### src/rtl/spi_master_controller_if.sv
// CPU-side register bus of the SPI master.
// The CPU drives the master modport, the controller takes the slave side.
interface spi_master_controller_if;
    logic [3:0] Address;
    logic       SPI_Enable_H;
    logic       WE_L;
    logic [7:0] DataIn;
    logic [7:0] DataOut;
    logic       IRQ_L;

    modport master (
        output Address, SPI_Enable_H, WE_L, DataIn,
        input  DataOut, IRQ_L
    );

    modport slave (
        input  Address, SPI_Enable_H, WE_L, DataIn,
        output DataOut, IRQ_L
    );
endinterface

### src/rtl/spi_master_controller.sv
// Register-mapped SPI mode-0 master: one byte per DATA write, MSB first.
// Software owns chip select; DONE can raise an active-low interrupt.
module spi_master_controller #(
    parameter int DIV_RESET = 3,
    parameter int DIV_W     = 4
) (
    input  logic Clk,
    input  logic Reset_L,
    spi_master_controller_if.slave bus,
    output logic SPI_SCLK,
    output logic SPI_MOSI,
    input  logic SPI_MISO,
    output logic SPI_CS_L
);
    localparam logic [1:0] R_CTRL = 2'd0;
    localparam logic [1:0] R_STAT = 2'd1;
    localparam logic [1:0] R_DATA = 2'd2;
    localparam logic [1:0] R_CS   = 2'd3;

    typedef enum logic [1:0] {IDLE, LOW, HIGH, FIN} state_t;

    state_t           state_q;
    logic             sel_q;
    logic             en_q;
    logic             ie_q;
    logic             cs_q;
    logic             irq_l_q;
    logic [DIV_W-1:0] div_q;
    logic [DIV_W-1:0] div_act_q;
    logic [DIV_W-1:0] cnt_q;
    logic             sclk_q;
    logic             mosi_q;
    logic             busy_q;
    logic             done_q;
    logic             ovr_q;
    logic [7:0]       shreg_q;
    logic [7:0]       rxd_q;
    logic [2:0]       bit_cnt_q;
    logic [7:0]       ctrl_rd;
    logic [1:0]       reg_sel;
    logic             wr_stb;
    logic             rd_stb;
    logic             unused_bits;

    // Odd offsets and the upper half of the window alias the base registers
    assign reg_sel     = bus.Address[2:1];
    assign wr_stb      = bus.SPI_Enable_H & ~sel_q & ~bus.WE_L;
    assign rd_stb      = bus.SPI_Enable_H & ~sel_q & bus.WE_L;
    assign unused_bits = ^{bus.Address[3], bus.Address[0], bus.DataIn[3]};

    always_ff @(posedge Clk or negedge Reset_L) begin
        if (!Reset_L) begin
            sel_q   <= 1'b0;
            en_q    <= 1'b0;
            ie_q    <= 1'b0;
            div_q   <= DIV_W'(DIV_RESET);
            cs_q    <= 1'b0;
            irq_l_q <= 1'b1;
        end else begin
            sel_q   <= bus.SPI_Enable_H;
            irq_l_q <= ~(ie_q & done_q);
            if (wr_stb && reg_sel == R_CTRL) begin
                en_q  <= bus.DataIn[0];
                ie_q  <= bus.DataIn[1];
                div_q <= bus.DataIn[4 +: DIV_W];
            end
            if (wr_stb && reg_sel == R_CS)
                cs_q <= bus.DataIn[0];
        end
    end

    always_ff @(posedge Clk or negedge Reset_L) begin
        if (!Reset_L) begin
            state_q   <= IDLE;
            sclk_q    <= 1'b0;
            mosi_q    <= 1'b0;
            busy_q    <= 1'b0;
            done_q    <= 1'b0;
            ovr_q     <= 1'b0;
            shreg_q   <= 8'h00;
            rxd_q     <= 8'h00;
            bit_cnt_q <= 3'd0;
            cnt_q     <= '0;
            div_act_q <= '0;
        end else begin
            if (wr_stb && reg_sel == R_STAT) begin
                if (bus.DataIn[1]) done_q <= 1'b0;
                if (bus.DataIn[2]) ovr_q  <= 1'b0;
            end
            if (rd_stb && reg_sel == R_DATA)
                done_q <= 1'b0;
            if (wr_stb && reg_sel == R_DATA && en_q && busy_q)
                ovr_q <= 1'b1;

            if (state_q != IDLE && !en_q) begin
                state_q <= IDLE;
                sclk_q  <= 1'b0;
                mosi_q  <= 1'b0;
                busy_q  <= 1'b0;
                cnt_q   <= '0;
            end else begin
                case (state_q)
                    IDLE: begin
                        if (wr_stb && reg_sel == R_DATA && en_q) begin
                            shreg_q   <= bus.DataIn;
                            bit_cnt_q <= 3'd7;
                            busy_q    <= 1'b1;
                            mosi_q    <= bus.DataIn[7];
                            cnt_q     <= '0;
                            div_act_q <= div_q;
                            state_q   <= LOW;
                        end
                    end
                    LOW: begin
                        if (cnt_q == div_act_q) begin
                            cnt_q   <= '0;
                            sclk_q  <= 1'b1;
                            shreg_q <= {shreg_q[6:0], SPI_MISO};
                            state_q <= HIGH;
                        end else begin
                            cnt_q <= cnt_q + DIV_W'(1);
                        end
                    end
                    HIGH: begin
                        if (cnt_q == div_act_q) begin
                            cnt_q  <= '0;
                            sclk_q <= 1'b0;
                            if (bit_cnt_q == 3'd0) begin
                                state_q <= FIN;
                            end else begin
                                bit_cnt_q <= bit_cnt_q - 3'd1;
                                mosi_q    <= shreg_q[7];
                                state_q   <= LOW;
                            end
                        end else begin
                            cnt_q <= cnt_q + DIV_W'(1);
                        end
                    end
                    FIN: begin
                        // Placed after the W1C/read clears so a same-cycle set wins
                        rxd_q   <= shreg_q;
                        busy_q  <= 1'b0;
                        done_q  <= 1'b1;
                        mosi_q  <= 1'b0;
                        state_q <= IDLE;
                    end
                    default: state_q <= IDLE;
                endcase
            end
        end
    end

    always_comb begin
        ctrl_rd               = 8'h00;
        ctrl_rd[0]            = en_q;
        ctrl_rd[1]            = ie_q;
        ctrl_rd[4 +: DIV_W]   = div_q;
    end

    always_comb begin
        bus.DataOut = 8'h00;
        unique case (reg_sel)
            R_CTRL: bus.DataOut = ctrl_rd;
            R_STAT: bus.DataOut = {5'b0, ovr_q, done_q, busy_q};
            R_DATA: bus.DataOut = rxd_q;
            R_CS:   bus.DataOut = {7'b0, cs_q};
        endcase
    end

    assign bus.IRQ_L = irq_l_q;
    assign SPI_SCLK  = sclk_q;
    assign SPI_MOSI  = mosi_q;
    assign SPI_CS_L  = ~cs_q;
endmodule
### src/flat_wrapper.sv
// flat-port wrapper written by rule: the top's interface ports become plain ports
module spi_master_controller_flat 
#(
    parameter int DIV_RESET = 3,
    parameter int DIV_W     = 4
)
  (Clk, Reset_L, SPI_SCLK, SPI_MOSI, SPI_MISO, SPI_CS_L, bus_Address, bus_SPI_Enable_H, bus_WE_L, bus_DataIn, bus_DataOut, bus_IRQ_L);
  spi_master_controller_if bus_i ();
  input  logic Clk;
  input  logic Reset_L;
  output logic SPI_SCLK;
  output logic SPI_MOSI;
  input  logic SPI_MISO;
  output logic SPI_CS_L;
  input wire logic [$bits(bus_i.Address)-1:0] bus_Address;
  input wire logic [$bits(bus_i.SPI_Enable_H)-1:0] bus_SPI_Enable_H;
  input wire logic [$bits(bus_i.WE_L)-1:0] bus_WE_L;
  input wire logic [$bits(bus_i.DataIn)-1:0] bus_DataIn;
  output wire logic [$bits(bus_i.DataOut)-1:0] bus_DataOut;
  output wire logic [$bits(bus_i.IRQ_L)-1:0] bus_IRQ_L;
  assign bus_i.Address = bus_Address;
  assign bus_i.SPI_Enable_H = bus_SPI_Enable_H;
  assign bus_i.WE_L = bus_WE_L;
  assign bus_i.DataIn = bus_DataIn;
  assign bus_DataOut = bus_i.DataOut;
  assign bus_IRQ_L = bus_i.IRQ_L;
  spi_master_controller #(.DIV_RESET(DIV_RESET), .DIV_W(DIV_W)) u_core (.Clk(Clk), .Reset_L(Reset_L), .bus(bus_i), .SPI_SCLK(SPI_SCLK), .SPI_MOSI(SPI_MOSI), .SPI_MISO(SPI_MISO), .SPI_CS_L(SPI_CS_L));
endmodule
### config.mk
export PLATFORM = sky130hd
export DESIGN_NAME = spi_master_controller_flat
export DESIGN_NICKNAME = d
export VERILOG_FILES = /design/src/rtl/spi_master_controller_if.sv /design/src/rtl/spi_master_controller.sv /design/src/flat_wrapper.sv
export SDC_FILE = /design/constraint.sdc
export NUM_CORES = 1
export LEC_CHECK = 0
export CORE_MARGIN = 8
export CORE_UTILIZATION = 60
export DETAILED_ROUTE_END_ITERATION = 8
export GPL_ROUTABILITY_DRIVEN = 0
export GPL_TIMING_DRIVEN = 1
export HOLD_SLACK_MARGIN = 0.12
export PLACE_DENSITY_LB_ADDON = 0.08
export RECOVER_POWER = 25
export SLEW_MARGIN = 5
export SYNTH_ARGS = -nofsm -noshare
export SYNTH_HDL_FRONTEND = slang
export SYNTH_SLANG_ARGS = --single-unit
### constraint.sdc
create_clock -name Clk -period 3.2 [get_ports Clk]
set_clock_uncertainty 0.1 [all_clocks]
set_input_delay 0.8 -clock Clk [delete_from_list [all_inputs] [get_ports Clk]]
set_output_delay 0.8 -clock Clk [all_outputs]
set_load 0.005 [all_outputs]
# ---- Word-level counts from Yosys, hierarchy flattened
# Cells that the tools add are included.
dict set report totals {
  reg_bits 43
  input_bits 17
  ram_bits 0
  romBits 0
  latchBits 0
  n_memories 0
}
dict set report op_classes {
  eq_ne 15
  n_reduce_logical 32
  n_mux 38
  magnitude_cmp 0
  addsub 2
  n_mul 0
  bitwise 9
  shift 0
  div 0
}
# op n
set ops {}
lappend ops {{$pmux 8 s4} 1}
lappend ops {{$mux 1} 17}
lappend ops {{$mux 8} 2}
lappend ops {{$pmux 8 s2} 1}
lappend ops {{$mux 4} 3}
lappend ops {{$mux 2} 5}
lappend ops {{$reduce_bool 2->1} 5}
lappend ops {{$mux 3} 3}
lappend ops {{$ne 3x1->1 const B} 3}
lappend ops {{$reduce_and 3->1} 3}
lappend ops {{$reduce_bool 3->1} 3}
lappend ops {{$eq 2x2->1 const B} 4}
lappend ops {{$logic_and 1x1->1} 8}
lappend ops {{$pmux 2 s4} 1}
lappend ops {{$pmux 4 s2} 1}
lappend ops {{$reduce_and 2->1} 4}
lappend ops {{$reduce_and 4->1} 2}
lappend ops {{$ne 2x1->1 const B} 3}
lappend ops {{$pmux 3 s2} 1}
lappend ops {{$not 1->1} 5}
lappend ops {{$reduce_and 5->1} 1}
lappend ops {{$add 4x1->4 const B} 1}
lappend ops {{$and 1x1->1} 4}
lappend ops {{$eq 2x1->1 const B} 2}
lappend ops {{other kinds (11)} 13}

# ---- Depth between registers and ports, before layout
# Gate-level depths: netlist of the first run.
dict set report depth {
  depth_word 8
  mapped_depth 8
  mapped_depth_nobuf 6
}

# ---- Least setup slack after synthesis of the first run
# No wires, ideal clock.
dict set report synth_timing {
  path_kind {input-to-output}
  start {in bus_Address[2]}
  end {out bus_DataOut[0]}
  slack_ns 0.882
  n_path_buf 1
  arrival_time_ns 1.418
  stages 2
  path_cell_list {buf_6 -> mux4_2}
}
dict set report synth_between {
  elab_chain_cells 2
}
# item line_no
set synth_rtl {}
lappend synth_rtl {{start, declared} flat_wrapper.sv:15} ;# input wire logic [$bits(bus_i.Address)-1:0] bus_Address;
lappend synth_rtl {{$eq 2x2->1 (tied with other cells)} spi_master_controller.sv:162} ;# unique case (reg_sel)
lappend synth_rtl {{$pmux 8 s4 (*)} spi_master_controller.sv:162}
lappend synth_rtl {{end, declared} flat_wrapper.sv:19} ;# output wire logic [$bits(bus_i.DataOut)-1:0] bus_DataOut;
# Mark *: on every way between the ends. The rest lies on a longest branch, timed or not.

# ---- Final worst setup path of the first run
dict set report layout_timing {
  start {in bus_Address[2]}
  end {out bus_DataOut[2]}
}
# The elaborated chain is that of the path after synthesis.

==> run_results.csv, run 1 <==
group,metric,value,unit
power_and_ir_drop,p_leak,0.001252,uW
clocking,clk_pin_slew,0.07,ns
global_routing,grt_remaining_overflow,0,
yosys,synth.avg_cell_area,11.59,sq um
yosys,synth_cells,205,
timing,max_freq,324.3,MHz
worst_setup_path,end_kind,"output pin",
worst_setup_path,crit_family,"buffers and inverters",
clocking,cts_setup_buffers,0,
timing,worst_slack,0.1169,ns
yosys,yosysSeqAreaShare,0.4544,
timing,period_needed,3.083,ns
worst_setup_path,worst_path_largest_cell_delay,0.52,ns
yosys,synthAdderAreaFrac,0.03686,
global_routing,first_global_vias,1879,
timing,period_share,0.9635,
power_and_ir_drop,ir_drop,0.0004294,V
yosys,syn-num-nets,229,
worst_setup_path,cp-start-kind,"primary input",
final_layout,num_antenna_cells,0,
clocking,cts_made_buffers,5,
min_path,min_path_type,"flip-flop to flip-flop",
placement,portBuffers,26,
drt,drt_iter0_drc,124,
placement,place_hpwl,3.877,mm
timing,final_max_slew_viol_count,44,
final_layout,multi_input_area,0.001211,sq mm
final_layout,finalNetCount,258,
worst_setup_path,crit_arrival,2.18,ns
clocking,clkLatencyLatePin,0.30,ns
floorplan,rows,23,
yosys,ys.flop_type,"dfrtp_1",
placement,placed_area,0.002684,sq mm
clocking,cts_tree,"yes",
global_routing,grt_pass1_wl,8.963,mm
worst_setup_path,crit_fanout,7,
drt,drc_errors,0,
drt,firstDrtPassIters,4,
clocking,htree_levels,2,
power_and_ir_drop,total_power,2048,uW
worst_setup_path,cp_num_buf_inv,3,
floorplan,die_y,78.93,um
yosys,ys_warn_count,0,
timing,maxSlewHeadroom,-0.5125,
yosys,ys_ff_latch,43,
final_layout,drive_gt1_frac,0.2596,
worst_setup_path,critPathSlowestCell,"clkdlybuf4s50_1",
floorplan,initial_utilization,0.6071,
timing,worstMarginPinSlew,2.269,ns
clocking,cts_buffer_depth,2,
final_layout,area_growth,17.01,%
power_and_ir_drop,powerDensity,736.7,mW/mm^2
run,cap_violations,1,
floorplan,die_w,78.93,um
final_layout,fin_util,0.7104,
yosys,synth-compound-area-share,0.1180,
yosys,yosys.area_share.simple,0.1148,
yosys,synth_top_family_by_area,"multiplexers",
timing,hold_viol_final,0,
timing,finalSetupViolations,0,
yosys,async_flop_share,1.000,
timing,finalSetupTns,0,ns
yosys,synthMuxAreaShare,0.2106,
yosys,synth_edf_count,0,
global_routing,grt_usage,0.1806,
drt,post_drt_wl_per_cell,18.12,um
final_layout,fin_area,0.002780,sq mm
yosys,syn_area,0.002376,sq mm
drt,finalWirelength,5.164,mm
placement,place_ws,-0.09769,ns
drt,via_per_inst,6.105,
run_status,outcome,"finished, violations left",
worst_setup_path,critPathRequiredTime,2.30,ns
global_routing,grt_max_degree,44,
drt,vias,1740,
drt,postRouteAntennaNets,0,
worst_setup_path,crit_type,"primary input to output pin",
final_layout,seq_area,0.001080,sq mm
yosys,synth_xor_area_frac,0.02949,
worst_setup_path,worstPathCellList,"dlygate4sd2_1 > buf_4 > nor2b_1 > a22o_1 > clkdlybuf4s50_1",
yosys,synth_cell_types,48,
timing,grt_setup_unrepaired,"false",
clocking,clkSinkCount,43,
floorplan,coreArea,0.003914,sq mm
floorplan,die-area,0.006230,sq mm
run_status,violations,"capacitance limit, slew limit",
global_routing,antenna_found_initial,0,
clocking,root_buffer,"clkbuf_8",
floorplan,io_pins,29,
final_layout,nFillCells,292,
-- metal layers --
| layer | part of all wire | vias to the layer above | global-route usage |
|---|---|---|---|
| li1 | - | 802 | - |
| met1 | 0.42 | 871 | 0.2087 |
| met2 | 0.52 | 54 | 0.3074 |
| met3 | 0.044 | 13 | 0.05079 |
| met4 | 0.021 | 0 | 0.07593 |
| met5 | 0 | - | 0 |
-- registers in the layout, indices dropped and copies added (netlist names), 2 cells and up --
signal            count
u_core.cnt_q          4
u_core.div_q          4
u_core.div_act_q      4
u_core.state_q        2
u_core.bit_cnt_q      3
u_core.rxd_q          8
u_core.shreg_q        8
-- timing repair --
| item | CTS | global route |
|---|---|---|
| hold buffers | 0 | 0 |
| setup endpoints to repair | 3 | 0 |
| gates resized for setup | 2 | 0 |
-- metrics by stage --
| stage | hold slack (ns) | instances |
|---|---|---|
| global placement | 0.2965 | 277 |
| CTS | 0.3192 | 285 |
| floorplan | 0.2860 | 205 |
| detailed placement | 0.3080 | 277 |
| global route | 0.3519 | 285 |
| finish | 0.3161 | 285 |
-- worst reg2reg max path: cells and delay by family, from the launching register on --
kind          cells  cell delay (ns)
buf+inv           1             0.11
mux               1             0.40
simple gates      2             0.78
flops             1             0.42
fa+ha+maj         1             0.33
-- area by class of cell --
type,count,share of cell area
multi-input combinational,144,0.4356
clock buffer,8,0.03600
timing repair buffer,32,0.1067
inverter,8,0.01080
tap,50,0.02250
sequential,43,0.3884
-- synth_stat cells (all sizes together) (5+ instances only) --
cell type  count  area [sq um]
ha             7         87.58
clkbuf         6         22.52
nor2           7         26.28
nand2         12         45.04
dfrtp         40          1001
o21ai         10         50.05
mux2i          5         50.05
nor2b          5         38.78
mux2          38         427.9
inv            8         30.03
-- where the power goes --
group	switching (uW)	leakage [uW]	internal, uW
combinational	406	0.000660	422
sequential	125	0.000540	717
clock	181	0.0000515	197
-- path summary, 6_finish.rpt --
kind | startpoint | endpoint | slack (ns) | depth (start not counted)
worst max-delay path | bus_Address[2] | bus_DataOut[2] | 0.12 | 5
worst min-delay path | u_core.done_q | u_core.bus.IRQ_L | 0.32 | 1
worst max register to register | u_core.state_q[0] | u_core.rxd_q[1] | 0.94 | 5
worst min register to register | u_core.done_q | u_core.bus.IRQ_L | 0.32 | 1
max in group asynchronous | Reset_L | u_core.rxd_q[5] | 0.64 | 1
min in group asynchronous | Reset_L | u_core.bit_cnt_q[2] | 1.07 | 1
-- cells in the final DEF, fill, tap and decap left out, types with 2 or more instances in the layout --
| cell type | count |
|---|---|
| dfrtp_1 | 40 |
| mux2_2 | 36 |
| clkdlybuf4s50_1 | 22 |
| nand2_1 | 12 |
| o21ai_0 | 10 |
| inv_1 | 8 |
| nor2_1 | 7 |
| ha_1 | 7 |
| clkbuf_8 | 7 |
| buf_4 | 6 |
| mux2i_1 | 5 |
| nor2b_1 | 4 |
| or2_2 | 4 |
| xnor2_1 | 4 |
| nand4_1 | 4 |
| nand3_1 | 4 |
| xor2_1 | 4 |
| o41ai_1 | 4 |
| and2_1 | 3 |
| a21oi_1 | 3 |
| dfstp_2 | 3 |
| a22o_1 | 2 |
| nand2b_1 | 2 |
| a22oi_1 | 2 |
| and3_1 | 2 |
| a211oi_1 | 2 |
| mux2_1 | 2 |
| clkbuf_1 | 2 |
| dlygate4sd2_1 | 2 |
-- logic make-up (layout without fill, tap and decap cells) --
group                    Yosys count  in the layout
AND/OR/NAND/NOR                   48             48
buffers and inverters             18             48
XOR/XNOR                           8              8
AO/OA/AOI/OAI                     37             37
flip-flops                        43             43
adder cells (fa/ha/maj)            7              7
multiplexers                      44             44
(Power assumes the default switching activity.)
==> run 2: changes to the inputs <==
CORE_MARGIN = not set   (was 8)
==> run 2 against run 1 <==
Against the previous run:
- critical endpoint unchanged
- critical path type unchanged
- count of clock-buffer cells in the layout decreased by 1
- first-iteration DRC count increased by 35%
- combinational power decreased by 0.6%
- core utilization increased by 4.2 points
- sequential share of layout area decreased by 0.21 points
- the flow still finishes with violations (capacitance limit, slew limit)
- hold slack improved by 0.0095 ns
- via count decreased by 0.98%
- die area decreased by 32%
- largest power group unchanged
==> run_results.csv, run 2 (synthesis gave the netlist of run 1 again) <==
group,metric,value,unit
run_status,outcome,"finished, violations left",
run_status,violations,"capacitance limit, slew limit",
power_and_ir_drop,p_sw,710.2,uW
floorplan,die-area,0.004216,sq mm
power_and_ir_drop,powerDensity,745.6,mW/mm^2
run,cap_violations,1,
final_layout,final_cell_mix,"40 x dfrtp_1, 36 x mux2_2, 23 x clkdlybuf4s50_1, 12 x nand2_1, 10 x o21ai_0",
global_routing,grt_max_degree,44,
clocking,postCtsHoldBufs,0,
worst_setup_path,crit_fanout,7,
clocking,cts_made_buffers,5,
final_layout,largestRegisters,"u_core.rxd_q x8, u_core.shreg_q x8",
worst_setup_path,critPathRequiredTime,2.30,ns
drt,drt_iter0_drc,167,
timing,hold_viol_final,0,
drt,finalWirelength,4.972,mm
clocking,cts_buffer_depth,2,
placement,placed_area,0.002689,sq mm
worst_setup_path,end_kind,"output pin",
power_and_ir_drop,power_frac_seq,0.406,
timing,final_max_slew_viol_count,44,
worst_setup_path,r2r-end,"u_core.rxd_q[6]",
min_path,min_delay_path_depth,1,
global_routing,grt_pass1_wl,8.597,mm
placement,dp_cells,276,
drt,post_drt_wl_per_cell,17.51,um
min_path,holdPathEnd,"u_core.bus.IRQ_L",
placement,portBuffers,26,
timing,grt_setup_unrepaired,"false",
clocking,root_buffer,"clkbuf_8",
min_path,hp-start,"u_core.done_q",
power_and_ir_drop,total_power,2084,uW
final_layout,final_common_cell,"dfrtp_1",
global_routing,grt_usage,0.2719,
power_and_ir_drop,p_leak,0.001257,uW
worst_setup_path,crit_type,"primary input to output pin",
placement,place_hpwl,3.652,mm
min_path,min_path_type,"flip-flop to flip-flop",
drt,firstDrtPassIters,4,
drt,drc_errors,0,
worst_setup_path,cp-start-kind,"primary input",
floorplan,initial_utilization,0.6394,
timing,finalSetupViolations,0,
clocking,clk_pin_slew,0.08,ns
clocking,htree_levels,2,
floorplan,coreArea,0.003716,sq mm
global_routing,grt_remaining_overflow,0,
final_layout,num_antenna_cells,0,
global_routing,antenna_found_initial,0,
floorplan,io_pins,29,
final_layout,area_growth,17.64,%
power_and_ir_drop,p_int,1374,uW
timing,maxSlewHeadroom,-0.4968,
power_and_ir_drop,p_sw_frac,0.3408,
drt,postRouteAntennaNets,0,
worst_setup_path,r2r_start,"u_core.state_q[0]",
drt,vias,1723,
power_and_ir_drop,p_comb_frac,0.395,
power_and_ir_drop,power_frac_clock,0.199,
timing,period_needed,3.129,ns
timing,holdWs,0.3256,ns
final_layout,finalNetCount,259,
worst_setup_path,crit_arrival,2.23,ns
clocking,cts_setup_buffers,0,
global_routing,first_global_vias,1797,
floorplan,die_w,64.93,um
worst_setup_path,reg2reg_depth,5,
clocking,clkLatencyLatePin,0.30,ns
timing,worstMarginPinSlew,2.245,ns
final_layout,drive_gt1_frac,0.2627,
final_layout,stdcell_count,284,
floorplan,die_y,64.93,um
floorplan,rows,22,
timing,period_share,0.9778,
power_and_ir_drop,ir_drop,0.0003880,V
clocking,cts_tree,"yes",
drt,via_per_inst,6.067,
placement,place_ws,-0.07214,ns
worst_setup_path,rrSetupSlack,0.98,ns
clocking,clkSinkCount,43,
timing,worst_slack,0.07092,ns
final_layout,fin_area,0.002795,sq mm
timing,max_freq,319.6,MHz
-- run 2: cell types whose count changed in the layout (fill, tap and decap cells not counted), sizes merged --
cell,delta
buf,+1
bufinv,+1
clkbuf,-1
clkdlybuf4s50,+1
dlygate4sd2,-1
-- run 2: how the worst max path moves through the flow --
stage / startpoint / end / slack, ns / cells past startpoint
after floorplan: bus_Address[2] / bus_DataOut[0] / 0.88 / 2
after CTS: bus_Address[1] / bus_DataOut[2] / 0.03 / 5
after detailed placement: bus_Address[2] / bus_DataOut[0] / -0.07 / 3
after global routing: bus_Address[1] / bus_DataOut[2] / 0.009 / 5
after global placement: bus_Address[2] / bus_DataOut[0] / -0.06 / 3
final: bus_Address[1] / bus_DataOut[2] / 0.07 / 5
-- run 2: metrics by stage --
step,TNS [ns],utilization
floorplan,0,-
global placement,-0.09084,0.7236
detailed placement,-0.1155,0.7236
CTS,0,0.7519
global route,0,0.7522
finish,0,0.7522
-- run 2: cell type report --
type / count / area [sq um]
multi-input combinational: 144 / 1214
sequential: 43 / 1080
fill: 256 / 920.9
timing repair buffer: 33 / 305.3
clock buffer: 7 / 76.32
tap: 48 / 60.06
clock inverter: 1 / 30.03
inverter: 8 / 30.03
-- run 2: timing repair --
action,in CTS,in global routing
gates resized for setup,1,1
endpoints found under the setup margin,3,1
gates cloned,0,0
-- run 2: worst max-delay path: stages --
cell and delay [ns]:
clkdlybuf4s50_1 0.46, buf_4 0.16, nor2b_2 0.17, a22o_1 0.14, clkdlybuf4s50_1 0.50
-- run 2: routing by layer --
layer,GRT usage,part of all wire,up-vias
met5,0,0,-
met3,0.05282,0.031,8
met4,0.08333,0.013,0
met1,0.3299,0.43,867
met2,0.4818,0.53,45
li1,-,-,803
-- run 2: power by group through the flow --
stage	sequential (uW)	combinational [uW]	clock, uW
2_1_floorplan	814	585	0
3_3_place_gp	835	781	0
3_5_place_dp	852	816	0
4_1_cts	844	819	419
5_1_grt	868	905	441
6_report	846	823	415
==> RTL edit 1: new RTL, flow settings as in run 2 <==
`DIV_W` is set to 4 in 2 places; all go to 3.
--- a/src/rtl/spi_master_controller.sv
+++ b/src/rtl/spi_master_controller.sv
@@ -2,7 +2,7 @@
 // Software owns chip select; DONE can raise an active-low interrupt.
 module spi_master_controller #(
     parameter int DIV_RESET = 3,
-    parameter int DIV_W     = 4
+    parameter int DIV_W     = 3
 ) (
     input  logic Clk,
     input  logic Reset_L,
--- a/src/flat_wrapper.sv
+++ b/src/flat_wrapper.sv
@@ -2,7 +2,7 @@
 module spi_master_controller_flat 
 #(
     parameter int DIV_RESET = 3,
-    parameter int DIV_W     = 4
+    parameter int DIV_W     = 3
 )
   (Clk, Reset_L, SPI_SCLK, SPI_MOSI, SPI_MISO, SPI_CS_L, bus_Address, bus_SPI_Enable_H, bus_WE_L, bus_DataIn, bus_DataOut, bus_IRQ_L);
   spi_master_controller_if bus_i ();
Behaviour: not the same (a bounded check fails within 4 cycles, from zero or initial values and one cycle with Reset_L low).
==> RTL edit 1 against run 2 <==
The flow still finishes with violations (capacitance limit, slew limit). Critical path type unchanged. Combinational power up 2%. Via count down 9.3%. Setup slack better by 50 ps. Sequential share of layout area about the same. Final area down 6.8%. Wire length down 13%. Core utilization up 1.0 points. Critical endpoint is now bus_DataOut[0]. Power down 4.4%. Sequential cell count down 3. Synthesized area down 7.7%.
==> RTL edit 1: results (changes against run 2) <==
CTS
  – CTS clk-pin slew, worst paths: 120 ps (was 80 ps)
  – Root buffer cell: clkbuf_4 (was clkbuf_8)
  – Clock Latency Late Sink: 350 ps (was 300 ps)

Global route
  – Tot GR Track Use: 0.248 (was 0.272)
  – First-pass GRT wire length: 7560 µm (was 8600 µm)
  – Largest net degree at the start of global routing: 41 (was 44)

Flow run
  – Max Cap Viol: 1 (unchanged)

Synth
  – Compound-cell area share of the yosys netlist: 0.132 (was 0.118)
  – Syn Area/Cell: 11.9 µm² (was 11.6 µm²)
  – Synth area leaders: dfrtp_1 42%, mux2_2 17%, ha_1 4.0% (was dfrtp_1 42%, mux2_2 17%, ha_1 3.7%)
  – Area share of fa/ha/maj cells after synthesis: 0.0399 (was 0.0369)
  – Register area share after synthesis: 0.458 (was 0.454)
  – Post-synth top cells: 37 x dfrtp_1, 34 x mux2_2, 10 x inv_1, 9 x nor2_1, 8 x nand2_1 (was 40 x dfrtp_1, 36 x mux2_2, 12 x nand2_1, 10 x o21ai_0, 8 x inv_1)
  – Syn nets: 209 (was 229)
  – Multiplexer share of the synthesized area: 0.208 (was 0.211)
  – Netlist cell types: 52 (was 48)
  – Xor and xnor area share after synthesis: 0.0120 (was 0.0295)

Finish
  – Fillers: 219 (was 256)
  – Net count, final: 243 (was 259)
  – Fraction of layout cells with a size suffix above 1: 0.291 (was 0.263)

Hold path
  – Hold Path Stages: 1 (unchanged)

Outcome
  – Status: finished with violations (unchanged)
  – Violated checks: capacitance limit, slew limit (unchanged)

Power
  – Peak supply drop: 0.405 mV (was 0.388 mV)
  – Pleak: 1.18 nW (was 1.26 nW)

Route
  – Routed vias: 1562 (was 1723)
  – Pre-antenna DRT Iters: 6 (was 4)
  – Via density: 5.87 (was 6.07)
  – Drt total wl: 4320 µm (was 4970 µm)

Setup path
  – Crit path max fanout: 6 (was 7)
  – FF-to-FF setup slack: 860 ps (was 980 ps)
  – Reg2reg end: u_core.shreg_q[1] (was u_core.rxd_q[6])
  – Worst R2R Path Depth: 6 (was 5)
  – Worst Path Arrival: 2180 ps (was 2230 ps)

STA
  – Pins Over Slew Limit: 41 (was 44)
  – Slew HR: -0.396 (was -0.497)
  – Hold_ws: 335 ps (was 326 ps)

Placed design
  – Dpl cells: 258 (was 276)
  – DP Worst Slack: -149 ps (was -72.1 ps)
  – Total placed instance area: 2520 µm² (was 2690 µm²)
  – DP HPWL: 3110 µm (was 3650 µm)
[RTL edit 1: power breakdown]
part           switching, mW  leakage, nW  internal (mW)
clock                  0.168       0.0412          0.163
sequential             0.131        0.504          0.690
combinational          0.396        0.636          0.445
total                  0.695         1.18           1.30
[RTL edit 1: cells by family (layout without fill, tap and decap cells)]
logic type,Yosys count,count (layout)
fa+ha+maj,7,7
simple gates,43,43
xor+xnor,3,3
compound gates,35,35
buf+inv,17,52
flops,40,40
mux,40,40
[RTL edit 1: how the worst max path moves through the flow]
| stage | startpoint | to | cells after the start |
|---|---|---|---|
| after floorplan | bus_Address[2] | bus_DataOut[0] | 2 |
| after detailed placement | bus_Address[2] | bus_DataOut[2] | 4 |
| after global placement | bus_Address[2] | bus_DataOut[2] | 4 |
| final | bus_Address[2] | bus_DataOut[0] | 3 |
| after CTS | bus_Address[1] | bus_DataOut[1] | 5 |
| after global routing | bus_Address[2] | bus_DataOut[0] | 3 |
[RTL edit 1: timing repair]
item	4_1_cts	5_1_grt
endpoints found under the setup margin	7	2
gates resized for setup	3	1
buffers inserted	0	0
[RTL edit 1: worst max-delay path: stages]
cell and delay, ps:
dlygate4sd2_1 390, mux4_2 540, clkdlybuf4s50_1 450
[RTL edit 1: cell type report]
cell class              instances  area (µm²)  share of cell area
clock buffers                   5        37.5              0.0144
flip-flops and latches         40        1000               0.386
clock inverters                 3        42.5              0.0163
multi-input cells             128        1110               0.426
inverters                      10        37.5              0.0144
repair buffers                 34         315               0.121
well taps                      46        57.6              0.0221
[RTL edit 1: layer usage]
metal,part of all wire,global-route usage
met5,0,0
met4,0.012,0.0959
met3,0.046,0.0547
met2,0.47,0.387
met1,0.47,0.338
==> RTL edit 2: new RTL, config.mk and constraints of run 2 <==
Made on the original files. Put a register stage on the output `SPI_CS_L`, without a reset. The value now appears one clock later. The other outputs are not delayed to match.
--- a/src/rtl/spi_master_controller.sv
+++ b/src/rtl/spi_master_controller.sv
@@ -170,5 +170,7 @@
     assign bus.IRQ_L = irq_l_q;
     assign SPI_SCLK  = sclk_q;
     assign SPI_MOSI  = mosi_q;
-    assign SPI_CS_L  = ~cs_q;
+    always_ff @(posedge Clk) begin
+        SPI_CS_L <= ~cs_q;
+    end
 endmodule
Check against the original RTL: not equivalent (a bounded check fails within 4 cycles, from zero or initial values and one cycle with Reset_L low).
==> RTL edit 2 against run 2 <==
First-iteration DRC count is 55% lower. Critical path type unchanged. Final area is 3.2% lower. The run still ends with capacitance limit, slew limit left. Largest power group unchanged. Non-clock buffer count stayed put. Power is 6.6% lower. Synthesized cell count is 2.0% higher. Sequential power is 1% higher. Synthesized area is 3.9% lower. Setup slack better by 37 ps. Sequential cell count is 1 higher. Wire length is 4.7% lower.
==> RTL edit 2: results (changes against run 2) <==
Outcome
  – Status: finished with violations (unchanged)
  – Violated checks: capacitance limit, slew limit (unchanged)

STA
  – Final period util: 0.966 (was 0.978)
  – Pins Over Slew Limit: 44 (unchanged)
  – Hold_ws: 330 ps (was 326 ps)

Global route
  – Tot GR Track Use: 0.262 (was 0.272)
  – Vias in the first global route: 1709 (was 1797)

Setup path
  – Worst Path Arrival: 2190 ps (was 2230 ps)
  – FF-to-FF setup slack: 920 ps (was 980 ps)
  – Crit-path max cell delay: 520 ps (was 500 ps)

Synth
  – Synth area leaders: dfrtp_1 44%, mux2_2 9.4%, mux2i_1 5.7% (was dfrtp_1 42%, mux2_2 17%, ha_1 3.7%)
  – Post-synth top cells: 40 x dfrtp_1, 20 x nand2_1, 19 x mux2_2 (was 40 x dfrtp_1, 36 x mux2_2, 12 x nand2_1, 10 x o21ai_0, 8 x inv_1)
  – Register area share after synthesis: 0.482 (was 0.454)
  – #FFs+latches synth: 44 (was 43)
  – Syn Inst Count: 209 (was 205)
  – Syn nets: 233 (was 229)

Finish
  – Fraction of area in multi-input gates: 0.409 (was 0.434)
  – Fillers: 268 (was 256)
  – Comb_multi_in: 148 (was 144)
  – Fin area: 2710 µm² (was 2800 µm²)

Floorplanning
  – CORE AREA: 3660 µm² (was 3720 µm²)

Route
  – Drt total wl: 4740 µm (was 4970 µm)
  – Post-detailed-route wirelength per cell: 16.3 µm (was 17.5 µm)

Placed design
  – Dpl cells: 283 (was 276)

Flow run
  – Max Cap Viol: 1 (unchanged)

Power
  – Pleak: 1.19 nW (was 1.26 nW)
  – Sw frac: 0.352 (was 0.341)
  – Peak supply drop: 0.448 mV (was 0.388 mV)
[RTL edit 2: final timing paths]
check                             startpoint             endpoint  depth (start not counted)
max reg2reg                u_core.state_q[0]  u_core.bit_cnt_q[0]                          7
min reg2reg                      u_core.ie_q     u_core.bus.IRQ_L                          1
max                           bus_Address[1]       bus_DataOut[1]                          5
min                              u_core.ie_q     u_core.bus.IRQ_L                          1
min in group asynchronous            Reset_L          u_core.ie_q                          1
max in group asynchronous            Reset_L    u_core.shreg_q[1]                          1
[RTL edit 2: kinds of logic (layout without fill, tap and decap cells)]
kind of cell             count (synthesis)  after routing  synth area share
AND/OR/NAND/NOR                         59             59             0.140
AO/OA/AOI/OAI                           44             44             0.121
flip-flops                              44             44             0.482
multiplexers                            34             34             0.165
buffers and inverters                   17             51            0.0351
adder cells (fa/ha/maj)                  7              7            0.0384
XOR/XNOR                                 4              4            0.0186
[RTL edit 2: layer usage]
metal  track usage  wire [µm]  part of all wire  up-vias
li1              -          -                 -      810
met1         0.329       2140              0.45      817
met2         0.453       2360              0.50       41
met3        0.0489        191             0.040        5
met4        0.0852         43            0.0091        0
met5             0          0                 0        -
[RTL edit 2: timing repair]
| item | 4_1_cts | 5_1_grt |
|---|---|---|
| setup endpoints to repair | 5 | 0 |
| resized for setup | 2 | 0 |
| hold buffers | 0 | 0 |
[RTL edit 2: power groups by stage]
| stage | registers [mW] | clock network [mW] | logic [mW] |
|---|---|---|---|
| after global placement | 0.854 | 0 | 0.684 |
| after floorplan | 0.825 | 0 | 0.521 |
| final | 0.857 | 0.370 | 0.718 |
| after global routing | 0.876 | 0.396 | 0.800 |
| after detailed placement | 0.866 | 0 | 0.723 |
| after CTS | 0.854 | 0.376 | 0.723 |
